`config.mk`:
```
export PLATFORM = sky130hd
export DESIGN_NAME = priority_encoder_12to4
export DESIGN_NICKNAME = d
export VERILOG_FILES = /design/src/rtl/priority_encoder_12to4.sv
export SDC_FILE = /design/constraint.sdc
export NUM_CORES = 1
export LEC_CHECK = 0
export CAP_MARGIN = 15
export CORE_MARGIN = 4
export CORE_UTILIZATION = 39
export DETAILED_ROUTE_END_ITERATION = 6
export GPL_ROUTABILITY_DRIVEN = 1
export PLACE_DENSITY = 0.73
export SYNTH_ARGS = -nofsm -noshare
export SYNTH_HDL_FRONTEND = slang
export SYNTH_SLANG_ARGS = --single-unit
```
`constraint.sdc`:
```
create_clock -name clk -period 2 [get_ports clk]
set_input_delay 0.2 -clock clk [delete_from_list [all_inputs] [get_ports clk]]
set_output_delay 0.2 -clock clk [all_outputs]
set_load 0.01 [all_outputs]
```
`src/rtl/priority_encoder_12to4.sv`:
```
// Registered 12-request priority encoder: reports the winning and runner-up request
// codes (bit i -> code i+1, code 0 = none) one clock after sampling the request vector.
module priority_encoder_12to4 (
    input  logic        clk,
    input  logic        rst_n,
    input  logic [11:0] r,
    output logic [3:0]  y,
    output logic [3:0]  y2
);

    logic [3:0]  w_yNext;
    logic [3:0]  w_y2Next;
    logic [11:0] w_masked;
    logic [3:0]  r_y;
    logic [3:0]  r_y2;

    // Later (higher) indices overwrite earlier ones, so the top set bit wins.
    function automatic logic [3:0] encode12(input logic [11:0] req);
        logic [3:0] code;
        code = 4'd0;
        for (int i = 0; i < 12; i++) begin
            if (req[i]) begin
                code = 4'(i + 1);
            end
        end
        return code;
    endfunction

    // Runner-up is found by clearing the winning bit and encoding what remains.
    always_comb begin
        w_yNext  = encode12(r);
        w_masked = r;
        if (w_yNext != 4'd0) begin
            w_masked[w_yNext - 4'd1] = 1'b0;
        end
        w_y2Next = encode12(w_masked);
    end

    always_ff @(posedge clk) begin
        if (!rst_n) begin
            r_y  <= 4'd0;
            r_y2 <= 4'd0;
        end else begin
            r_y  <= w_yNext;
            r_y2 <= w_y2Next;
        end
    end

    assign y  = r_y;
    assign y2 = r_y2;

endmodule

```
==> qor.yml <==
drt-pass1-iter-count: 4
comb_power_share: 0.359
final_util: 0.647
yosys_most_used_dff: "dfxtp_1"
status: "finished, final reports clean"
cellLeakagePower_nw: 0.422
vias: 728
yosys.area_share.adder: 0.0317
antenna_cells: 0
final_cell_area_um2: 986
crit_fanout: 4
setup_violations: 0
fin_crit_sh: 0.970
cts_tree: "built"
power.share.clock: 0.252
die-area_mm2: 0.00232
synthMuxAreaShare: 0.0159
synth_edf_count: 0
avgSynthCellArea_um2: 7.98
endpoint_kind: "register"
drv_cap: 0
grt_pass1_vias: 687
fp.dieW_um: 48.2
peakVddDrop_mv: 0.155
numPortBuffers: 21
grt_max_degree: 8
total_power_mw: 0.445
synth_nets: 93
cts_max_path_buffers: 2
gr-total-overflow: 0
swShare: 0.267
synth_warnings: 0
slowest_delay_ns: 0.53
slowest_stage: "or4_4"
placed_cell_area_um2: 941
nets: 132
worstSetupPathType: "in2reg"
io_pins: 22
place_congestion: 0.871
synth_area_um2: 631
intPower_mw: 0.326
rows: 14
gr-usage-all-layers: 0.174
post_synth_xor_area_fraction: 0.0139
crit_family: "simple AND/OR/NAND/NOR gates"
slew_viol_final: 0
path_buf_inv: 1
fp.dieH_um: 48.2
rsz0062_at_grt: "no"
syn_to_final_growth_pct: 56.3
drtIter0Drc: 8
required_ns: 2.13
grt_pass1_wl_um: 2860
core_area_mm2: 0.00152
synth_top_family_by_area: "simple AND/OR/NAND/NOR gates"
setup-tns-final_ns: 0
max_freq_ghz: 0.515
drive_gt1_frac: 0.345
antenna_found_initial: 0
fin_crit_ns: 1.94
start_util: 0.414
p_switching_mw: 0.119
wire_per_inst_um: 13.4
ys_types: 34
worstMarginPinSlew_ns: 0.376
seqPwrFrac: 0.389
clock_sinks: 8
clkTransAtPathRegs_ns: 0.05
viasPerCell: 5.52
route.detailed.drc: 0
critPathArrivalTime_ns: 2.07
cts_made_buffers: 3
hold_viol: 0
synth_compound_area_frac: 0.270
worstPathCellList: "dlygate4sd2_1, or3_4, or4_4, o311ai_2, o211ai_1, a31oi_1, nor3_2"
cp-start-kind: "input pin"
cts_root_buf: "clkbuf_4"
power_density_mw_per_mm2: 452
slew_headroom: 0.747
drt_wl_total_um: 1760
antenna_left: 0
n_fill_cell: 139
min_path_type: "in2reg"
detailed_place_hpwl_um: 1450
ys_seq_elements: 8
syn_inst: 79
htreeDepth: 1
async_flop_share: 0
synth-simple-area-share: 0.286
ys_seq_area_frac: 0.254
==> state kept, by name, indices dropped and copies added, names as in the netlist <==
| name | cells |
|---|---|
| y | 4 |
| y2 | 4 |
==> routing by layer <==
layer  global-route usage  part of all wire  vias up
met4               0.0806             0.016        0
met1                0.185              0.36      329
met3               0.0111             0.078        4
met2                0.339              0.55       33
met5                    0                 0        -
li1                     -                 -      362
==> stage by stage <==
stage,hold slack (ns),setup slack (ns),cells
finish,0.398,0.0590,132
global route,0.439,0.0161,132
CTS,0.396,0.00903,132
detailed placement,0.917,-0.461,129
global placement,0.917,-0.356,129
floorplan,0.322,0.0500,79
==> area by class of cell <==
class                   count  area (µm²)  area share
flip-flops and latches      8         160       0.162
repair buffers             40         348       0.353
clock buffers               3        22.5      0.0228
well taps                  16        20.0      0.0203
multi-input cells          60         417       0.423
inverters                   5        18.8      0.0190
==> repair_timing <==
item	in CTS	in global routing
setup endpoints to repair	2	2
pin swaps	10	3
cloned	0	0
setup buffers	0	0
endpoints found under the hold margin	0	0
resized for setup	20	3
hold buffers	0	0
==> power groups by stage <==
stage	sequential [mW]	clock, mW	combinational [mW]
4_1_cts	0.173	0.120	0.159
3_5_place_dp	0.176	0	0.159
2_1_floorplan	0.183	0	0.0690
5_1_grt	0.174	0.125	0.175
6_report	0.173	0.112	0.160
3_3_place_gp	0.176	0	0.155
==> worst paths after layout <==
kind | depth (start not counted) | start | to | slack, ns
min | 4 | r[4] | y[2]$_SDFF_PN0_ | 0.40
max | 7 | r[9] | y2[0]$_SDFF_PP0_ | 0.06
==> logic make-up (layout without fill, tap and decap cells) <==
logic type / count (synthesis) / after routing
AND/OR/NAND/NOR: 30 / 30
AO/OA/AOI/OAI: 26 / 26
buffers and inverters: 11 / 48
flip-flops: 8 / 8
adder cells (fa/ha/maj): 2 / 2
XOR/XNOR: 1 / 1
multiplexers: 1 / 1
==> cells in the final DEF (no fill, tap or decap), types with 2 or more instances in the layout <==
master,n
and2_1,2
a21oi_1,8
nor2_1,7
maj3_1,2
buf_4,19
or4_4,2
clkdlybuf4s15_2,2
dfxtp_1,8
clkbuf_4,3
o211ai_1,3
inv_1,5
nor3_1,3
nand2_1,3
clkdlybuf4s50_1,10
or2_2,2
o21ai_0,6
dlymetal6s2s_1,2
dlygate4sd2_1,6
nor3_2,2
==> synth_stat cells, types with 2 or more instances <==
cell type	number	area (µm²)
and2_1	2	12.5
o21ai_0	6	30.0
dfxtp_1	8	160
buf_6	2	22.5
nor2_1	8	30.0
nand2_1	3	11.3
or2_2	2	12.5
o211ai_1	3	22.5
nor3_1	3	15.0
maj3_1	2	20.0
clkbuf_8	2	27.5
nand2b_1	2	12.5
nor3_2	2	20.0
or4_4	2	22.5
inv_1	5	18.8
a21oi_1	9	45.0
(Power assumes the default switching activity.)
